===== config.mk =====
export PLATFORM = sky130hd
export DESIGN_NAME = skid_fifo_crd
export DESIGN_NICKNAME = d
export VERILOG_FILES = /design/src/rtl/skid_fifo_crd_pkg.sv /design/src/rtl/skid_fifo_crd_ram.sv /design/src/rtl/skid_fifo_crd.sv
export SDC_FILE = /design/constraint.sdc
export NUM_CORES = 1
export LEC_CHECK = 0
export CORE_UTILIZATION = 45
export CTS_CLUSTER_SIZE = 8
export DETAILED_ROUTE_END_ITERATION = 16
export PLACE_DENSITY_LB_ADDON = 0.05
export REMOVE_ABC_BUFFERS = 1
export SLEW_MARGIN = 20
export SYNTH_ARGS = -nofsm -noshare
export SYNTH_HDL_FRONTEND = slang
export SYNTH_SLANG_ARGS = --single-unit

===== constraint.sdc =====
create_clock -name aclk -period 7.32 [get_ports aclk]
set_clock_uncertainty 0.2 [all_clocks]
set_input_delay 1.098 -clock aclk [delete_from_list [all_inputs] [get_ports aclk]]
set_output_delay 1.098 -clock aclk [all_outputs]
set_load 0.1 [all_outputs]

===== src/rtl/skid_fifo_crd_pkg.sv =====
// Shared helpers for the skid_fifo_crd AXI-Stream register FIFO.
// Beat width helpers; the beat struct itself is declared in skid_fifo_crd from these widths.
package skid_fifo_crd_pkg;

  function automatic int unsigned nb_of(input int unsigned n);
    return n * 8;
  endfunction

  function automatic int unsigned beat_w(input int unsigned n);
    return nb_of(n) + n + 1;
  endfunction

endpackage


===== src/rtl/skid_fifo_crd_ram.sv =====
// Flop storage for skid_fifo_crd: one write port plus a registered read port that
// can forward the incoming beat straight into the output register.
module skid_fifo_crd_ram #(
  parameter int unsigned W     = 37,
  parameter int unsigned DEPTH = 4,
  parameter int unsigned AW    = 2
) (
  input  logic          aclk,
  input  logic          areset,
  input  logic          we,
  input  logic [AW-1:0] waddr,
  input  logic [W-1:0]  wdata,
  input  logic [AW-1:0] raddr,
  input  logic          bypass,
  output logic [W-1:0]  rdata
);

  logic [W-1:0] mem [DEPTH];

  always_ff @(posedge aclk) begin
    if (we) mem[waddr] <= wdata;
  end

  // raddr is the head index after this edge's read; bypass covers a write into an empty FIFO
  always_ff @(posedge aclk) begin
    if (areset) rdata <= '0;
    else        rdata <= bypass ? wdata : mem[raddr];
  end

endmodule


===== src/rtl/skid_fifo_crd.sv =====
// N-byte AXI-Stream register FIFO with registered ready/valid and occupancy output.
// Optional store-and-forward behaviour: define SKID_FIFO_CRD_PACKET_MODE_EN.
module skid_fifo_crd
  import skid_fifo_crd_pkg::*;
#(
  parameter int unsigned N     = 4,
  parameter int unsigned DEPTH = 4,
  parameter int unsigned AW    = $clog2(DEPTH)
) (
  input  logic                aclk,
  input  logic                areset,
  input  logic [nb_of(N)-1:0] in_tdata,
  input  logic [N-1:0]        in_tkeep,
  input  logic                in_tlast,
  input  logic                in_tvalid,
  output logic                in_tready,
  output logic [nb_of(N)-1:0] out_tdata,
  output logic [N-1:0]        out_tkeep,
  output logic                out_tlast,
  output logic                out_tvalid,
  input  logic                out_tready,
  output logic [AW:0]         occupancy
);

  localparam int unsigned NB   = nb_of(N);
  localparam int unsigned BW   = beat_w(N);
  localparam logic [AW:0] FULL = (AW+1)'(DEPTH);

  typedef struct packed {
    logic [NB-1:0] tdata;
    logic [N-1:0]  tkeep;
    logic          tlast;
  } beat_t;

  logic [AW:0]   count, count_ar, count_next;
  logic [AW-1:0] wr_ptr, rd_ptr, rd_ptr_next;
  logic          wr, rd, bypass, vld_next;
  beat_t         wbeat, head;
  logic [BW-1:0] rdata;

  assign wr          = in_tvalid & in_tready;
  assign rd          = out_tvalid & out_tready;
  assign count_ar    = count - (AW+1)'(rd);
  assign count_next  = count_ar + (AW+1)'(wr);
  assign rd_ptr_next = rd_ptr + AW'(rd);
  assign bypass      = wr & (count_ar == '0);
  assign wbeat       = '{tdata: in_tdata, tkeep: in_tkeep, tlast: in_tlast};

`ifdef SKID_FIFO_CRD_PACKET_MODE_EN
  logic [AW:0] pkt_cnt, pkt_next;
  logic        ct, ct_next, wr_last, rd_last;

  assign wr_last = wr & in_tlast;
  assign rd_last = rd & out_tlast;

  always_comb begin
    pkt_next = pkt_cnt;
    if (wr_last & ~rd_last)      pkt_next = pkt_cnt + (AW+1)'(1);
    else if (rd_last & ~wr_last) pkt_next = pkt_cnt - (AW+1)'(1);
  end

  // A full FIFO holding no complete packet falls back to cut-through until a tlast leaves
  assign ct_next  = (count_next == FULL) | (ct & ~rd_last);
  assign vld_next = (count_next != '0) & ((pkt_next != '0) | ct_next);

  always_ff @(posedge aclk) begin
    if (areset) begin
      pkt_cnt <= '0;
      ct      <= 1'b0;
    end else begin
      pkt_cnt <= pkt_next;
      ct      <= ct_next;
    end
  end
`else
  assign vld_next = (count_next != '0);
`endif

  always_ff @(posedge aclk) begin
    if (areset) begin
      count      <= '0;
      wr_ptr     <= '0;
      rd_ptr     <= '0;
      in_tready  <= 1'b0;
      out_tvalid <= 1'b0;
    end else begin
      count      <= count_next;
      wr_ptr     <= wr_ptr + AW'(wr);
      rd_ptr     <= rd_ptr_next;
      in_tready  <= (count_next < FULL);
      out_tvalid <= vld_next;
    end
  end

  skid_fifo_crd_ram #(
    .W     (BW),
    .DEPTH (DEPTH),
    .AW    (AW)
  ) u_ram (
    .aclk   (aclk),
    .areset (areset),
    .we     (wr),
    .waddr  (wr_ptr),
    .wdata  (wbeat),
    .raddr  (rd_ptr_next),
    .bypass (bypass),
    .rdata  (rdata)
  );

  assign head      = beat_t'(rdata);
  assign out_tdata = head.tdata;
  assign out_tkeep = head.tkeep;
  assign out_tlast = head.tlast;
  assign occupancy = count;

endmodule


==> results of run 1 <==
==> where the power goes <==
| group | leakage (nW) | internal [W] | switching [W] | total [W] |
|---|---|---|---|---|
| combinational | 1.19 | 0.000488 | 0.00110 | 0.00159 |
| clock | 0.266 | 0.000532 | 0.000374 | 0.000906 |
| sequential | 1.72 | 0.00134 | 0.0000524 | 0.00139 |
==> area by class of cell <==
type	count	area, µm²	area share [%]
Tap cell	220	275.3	2.963
Clock inverter	12	140.1	1.509
Inverter	5	18.77	0.2020
Clock buffer	20	436.7	4.701
Multi-Input combinational cell	213	2162	23.28
Timing Repair Buffer	92	890.9	9.591
Sequential cell	194	5365	57.76
==> worst paths after layout <==
kind	end	slack, ns	startpoint
min reg2reg	wr_ptr[1]$_SDFF_PP0_	0.39	wr_ptr[1]$_SDFF_PP0_
max	u_ram.rdata[10]$_SDFF_PP0_	3.55	out_tready
max reg2reg	u_ram.rdata[10]$_SDFF_PP0_	4.29	out_tvalid$_SDFF_PP0_
min	wr_ptr[1]$_SDFF_PP0_	0.39	wr_ptr[1]$_SDFF_PP0_
==> stage by stage <==
stage / instance area, µm² / hold WS (ns) / utilization (%) / std cells
floorplan: 7486 / 0.3245 / - / 412
global placement: 8701 / 0.3556 / 52.10 / 724
detailed placement: 8712 / 0.3818 / 52.17 / 724
CTS: 9289 / 0.3953 / 55.62 / 756
global route: 9289 / 0.4499 / 55.62 / 756
finish: 9289 / 0.3900 / 55.62 / 756
==> sequential cells by signal, summed over array words and instances, names as in the netlist <==
signal	cells
in_tready	1
occupancy	3
out_tvalid	1
rd_ptr	2
u_ram.mem	148
u_ram.rdata	37
wr_ptr	2
==> critical path, cell delays in order <==
cell             delay [ns]
clkdlybuf4s50_1        0.39
and2_1                 0.18
ha_1                   0.20
ha_1                   0.28
and4_2                 0.85
a21o_4                 0.69
o21ai_2                0.12
==> layer usage <==
| metal | share of wire (%) | up-vias | GRT usage (%) |
|---|---|---|---|
| met5 | 0 | - | 0 |
| met4 | 1.0 | 0 | 5.747 |
| met3 | 4.2 | 13 | 4.138 |
| met2 | 49 | 80 | 28.82 |
| met1 | 46 | 2010 | 23.35 |
| li1 | - | 1880 | - |
==> cells by family after synthesis <==
logic type	count (synthesis)	synth area share (%)
adder cells (fa/ha/maj)	6	0.9708
AO/OA/AOI/OAI	39	4.401
XOR/XNOR	4	0.5503
buffers and inverters	34	3.430
multiplexers	111	15.89
flip-flops	194	69.39
AND/OR/NAND/NOR	53	5.372
==> cell usage in the layout (no fill, tap or decap) <==
cell	instances
a21o_4	1
a21oi_1	1
and2_1	1
and3_2	1
and4_2	1
buf_2	1
buf_4	10
bufinv_16	3
clkbuf_1	3
clkbuf_16	17
clkdlybuf4s50_1	81
clkinv_1	4
clkinv_2	1
clkinvlp_4	4
dfxtp_1	46
edfxtp_1	148
ha_1	5
ha_4	1
inv_1	5
mux2_2	18
mux2_4	19
mux2i_1	74
nand2_1	1
nand4b_1	37
nor2_1	4
nor2b_1	5
nor3_2	1
nor3b_2	2
o21ai_1	1
o21ai_2	36
xnor2_1	1
xnor2_4	2
xor2_1	1
==> out/results.ini, run 1 <==
[sta]
min_period_ns=3.768
relSlewSlack_pct=34.25
setup_viol=0
worst_pin_slew_ns=0.9832
hold_viol=0
rsz0062_at_grt=no
final-max-slew-violation-count=0
fin_ws_ns=3.552
final.setup.tns_ns=0
final.period_utilization_pct=51.48
fmax_mhz=265.4

[floorplanning]
ioPinCount=83
dieArea_mm2=0.01771
core_area_mm2=0.01670
die_w_um=133.1
die_y_um=133.1
row_count=47
start_util_pct=46.30

[pwr]
power_w=0.003889
pwr_density_cell_mw_per_mm2=418.6
power_leakage_nw=3.181
max-vdd-ir-drop_uv=256.0

[place]
place.gp.congestion=0.6816
dpl.hpwl_um=8079
post-place-ws_ns=3.041
portBuffers=82

[grt]
grt_use_total_pct=17.69
antenna_found_initial=0
grt_pass1_wl_um=23110
grt_pass1_vias=4150
grt_overflow=0
grt_max_degree=48

[yosys]
synth_largest_area_cell=edfxtp_1
synthTopCellsByArea=edfxtp_1 57%, dfxtp_1 12%, mux2i_1 9.6%
synth-seq-area-share_pct=69.39
synth_edf_count=148
ys_ff_latch=194
synthArstFlopShare_pct=0
synth_commonest_cells=148 x edfxtp_1, 74 x mux2i_1, 46 x dfxtp_1
avgSynthCellArea_um2=17.53
yosys_warnings=0
synth_top_flop_cell=edfxtp_1
ys_types=30
netlist_area_mm2=0.007732
synth_cells=441
yosysMostFrequentCell=edfxtp_1
synth_top_area_share_pct=57.48

[cts]
root_buffer=clkbuf_16
post-cts-setup-buffers=0
cts_sinks=194
clkSlewWorstSetupHoldPaths_ns=0.06
cts_tree=done
holdBufCountCts=0
ctsResizeCount=0
cts_buffers=17
cts.htree.levels=4
clk_latency_ns=0.42
ctsLongestPathBuffers=2

[setup_path]
start_kind=input pin
crit_fanout=38
timing_worst_setup_path_type=input pin to register
reg2reg_depth=6
critical_path_required_ns=7.41
critPathArrivalTime_ns=3.86
crit_path_end_kind=register

[cells_and_area]
area_growth_pct=20.13
n_fill_cell=1348
drive_gt1_share_pct=22.01
fin_nets=570
antenna_cells=0

[status]
status=completed

[routing]
antenna_left=0
drt_iter0_markers=214
drt-wirelength-per-cell_um=19.27
routed_via_density=5.269
wl_um=14570
vias=3983
drt_first_pass_iters=5
drc=0

[min_path]
hp-class=register to register
worstHoldPathCells=2

[run]
max-cap-violations=0

No activity file was read; power rests on OpenSTA's default activity.
==> run 2: changes to the inputs <==
==> constraint.sdc (replaced) <==
create_clock -name aclk -period 3.3 [get_ports aclk]
set_clock_uncertainty 0.2 [all_clocks]
set_input_delay 0.495 -clock aclk [delete_from_list [all_inputs] [get_ports aclk]]
set_output_delay 0.495 -clock aclk [all_outputs]
set_load 0.1 [all_outputs]
==> out/results.ini, run 2 (synthesis results as in run 1) <==
[status]
status=completed

[cts]
cts_sinks=194
clk_latency_ns=0.42
post-cts-setup-buffers=0
clkSlewWorstSetupHoldPaths_ns=0.06
cts.htree.levels=4
cts_tree=done
cts_buffers=17
holdBufCountCts=0
ctsLongestPathBuffers=2
ctsResizeCount=0
root_buffer=clkbuf_16

[routing]
antenna_left=0
drt-wirelength-per-cell_um=19.57
drt_first_pass_iters=4
wl_um=14910
vias=3968
routed_via_density=5.207
drt_iter0_markers=255
drc=0

[sta]
setup_viol=0
worst_pin_slew_ns=0.7350
hold_viol=0
fmax_mhz=404.1
final-max-slew-violation-count=0
min_period_ns=2.474
final.period_utilization_pct=74.98
fin_ws_ns=0.8256
relSlewSlack_pct=51.00
rsz0062_at_grt=no

[cells_and_area]
largest-register=u_ram.mem
antenna_cells=0
drive_gt1_share_pct=31.00
area_growth_pct=19.35
mostFrequentLayoutCell=edfxtp_1
fin_nets=576
mostFrequentLayoutCells=148 x edfxtp_1, 74 x mux2i_1, 54 x buf_4
largest_register_ffs=148
design_area_mm2=0.009229

[floorplanning]
dieArea_mm2=0.01771
die_y_um=133.1
start_util_pct=46.30
die_w_um=133.1
core_area_mm2=0.01670
ioPinCount=83
row_count=47

[setup_path]
timing_worst_setup_path_type=input pin to register
setup.worst_path.start=out_tready
crit_fanout=37
critPathArrivalTime_ns=2.55
crit_path_end_kind=register
reg2reg_depth=6
crit_end=u_ram.rdata[33]$_SDFF_PP0_
r2r-start=out_tvalid$_SDFF_PP0_
r2r_end=u_ram.rdata[33]$_SDFF_PP0_
critical_path_required_ns=3.38
rrSetupSlack_ns=0.97
start_kind=input pin

[run]
max-cap-violations=0

[grt]
grt_max_degree=47
grt_use_total_pct=17.79
grt_pass1_vias=4063
grt_pass1_wl_um=23100
antenna_found_initial=0
grt_overflow=0

[min_path]
hp-class=register to register

[place]
place.gp.congestion=0.7097
dpl.hpwl_um=8256
place_area_mm2=0.008691
portBuffers=82
post-place-ws_ns=0.3670

[pwr]
power_leakage_nw=3.284
max-vdd-ir-drop_uv=569.1
power_w=0.008559
pwr_density_cell_mw_per_mm2=927.5

[run 2: changes by cell type in the layout (fill, tap and decap cells not counted), moves of 2 or more]
cell / delta
buf_4: +44
clkdlybuf4s50_1: -42
buf_12: +4
clkinv_2: +4
clkinvlp_4: -3
bufinv_16: -2
clkinv_1: -2
[run 2: stage by stage]
stage	setup TNS [ns]	utilization [%]	instances	hold slack [ns]
3_3_place_gp	0	52.04	730	0.3653
3_5_place_dp	0	52.04	730	0.3792
6_report	0	55.26	762	0.4025
5_1_grt	0	55.26	762	0.4431
2_1_floorplan	-192.00	-	412	0.3245
4_1_cts	0	55.26	762	0.4042
[run 2: metal layers]
metal  global-route usage [%]  vias up  wire length, µm  share of wire, %
met1                    23.88     2016             6925                46
met3                    4.176        7              416               2.8
met2                    28.71       63             7432                50
met5                        0        -                0                 0
met4                    5.364        0              135              0.91
li1                         -     1882                -                 -
[run 2: power breakdown]
| group | internal, W | switching, W | total (W) | leakage, nW |
|---|---|---|---|---|
| clock network | 0.00105 | 0.000846 | 0.00190 | 0.266 |
| logic | 0.00108 | 0.00250 | 0.00357 | 1.29 |
| registers | 0.00297 | 0.000118 | 0.00309 | 1.72 |
[run 2: worst min-delay path by stage]
| stage | startpoint | cells past startpoint | end | slack, ns |
|---|---|---|---|---|
| detailed placement | wr_ptr[1]$_SDFF_PP0_ | 2 | wr_ptr[1]$_SDFF_PP0_ | 0.38 |
| floorplan | wr_ptr[1]$_SDFF_PP0_ | 2 | wr_ptr[1]$_SDFF_PP0_ | 0.32 |
| finish | wr_ptr[1]$_SDFF_PP0_ | 2 | wr_ptr[1]$_SDFF_PP0_ | 0.40 |
| global placement | wr_ptr[1]$_SDFF_PP0_ | 2 | wr_ptr[1]$_SDFF_PP0_ | 0.37 |
| global route | wr_ptr[1]$_SDFF_PP0_ | 2 | wr_ptr[1]$_SDFF_PP0_ | 0.44 |
| CTS | wr_ptr[1]$_SDFF_PP0_ | 2 | wr_ptr[1]$_SDFF_PP0_ | 0.40 |
[run 2: layout make-up]
| class | instances | area (µm²) |
|---|---|---|
| multi-input combinational | 213 | 2151 |
| inverter | 5 | 18.77 |
| tap | 220 | 275.3 |
| timing repair buffer | 98 | 880.8 |
| clock inverter | 11 | 87.58 |
| fill | 1354 | 7472 |
| clock buffer | 21 | 450.4 |
| sequential | 194 | 5365 |
[run 2: worst max-delay path: stages]
cell	delay, ns
clkdlybuf4s50_1	0.39
and2_1	0.18
ha_1	0.19
ha_1	0.28
and4_2	0.25
a21o_4	0.61
o21ai_2	0.12
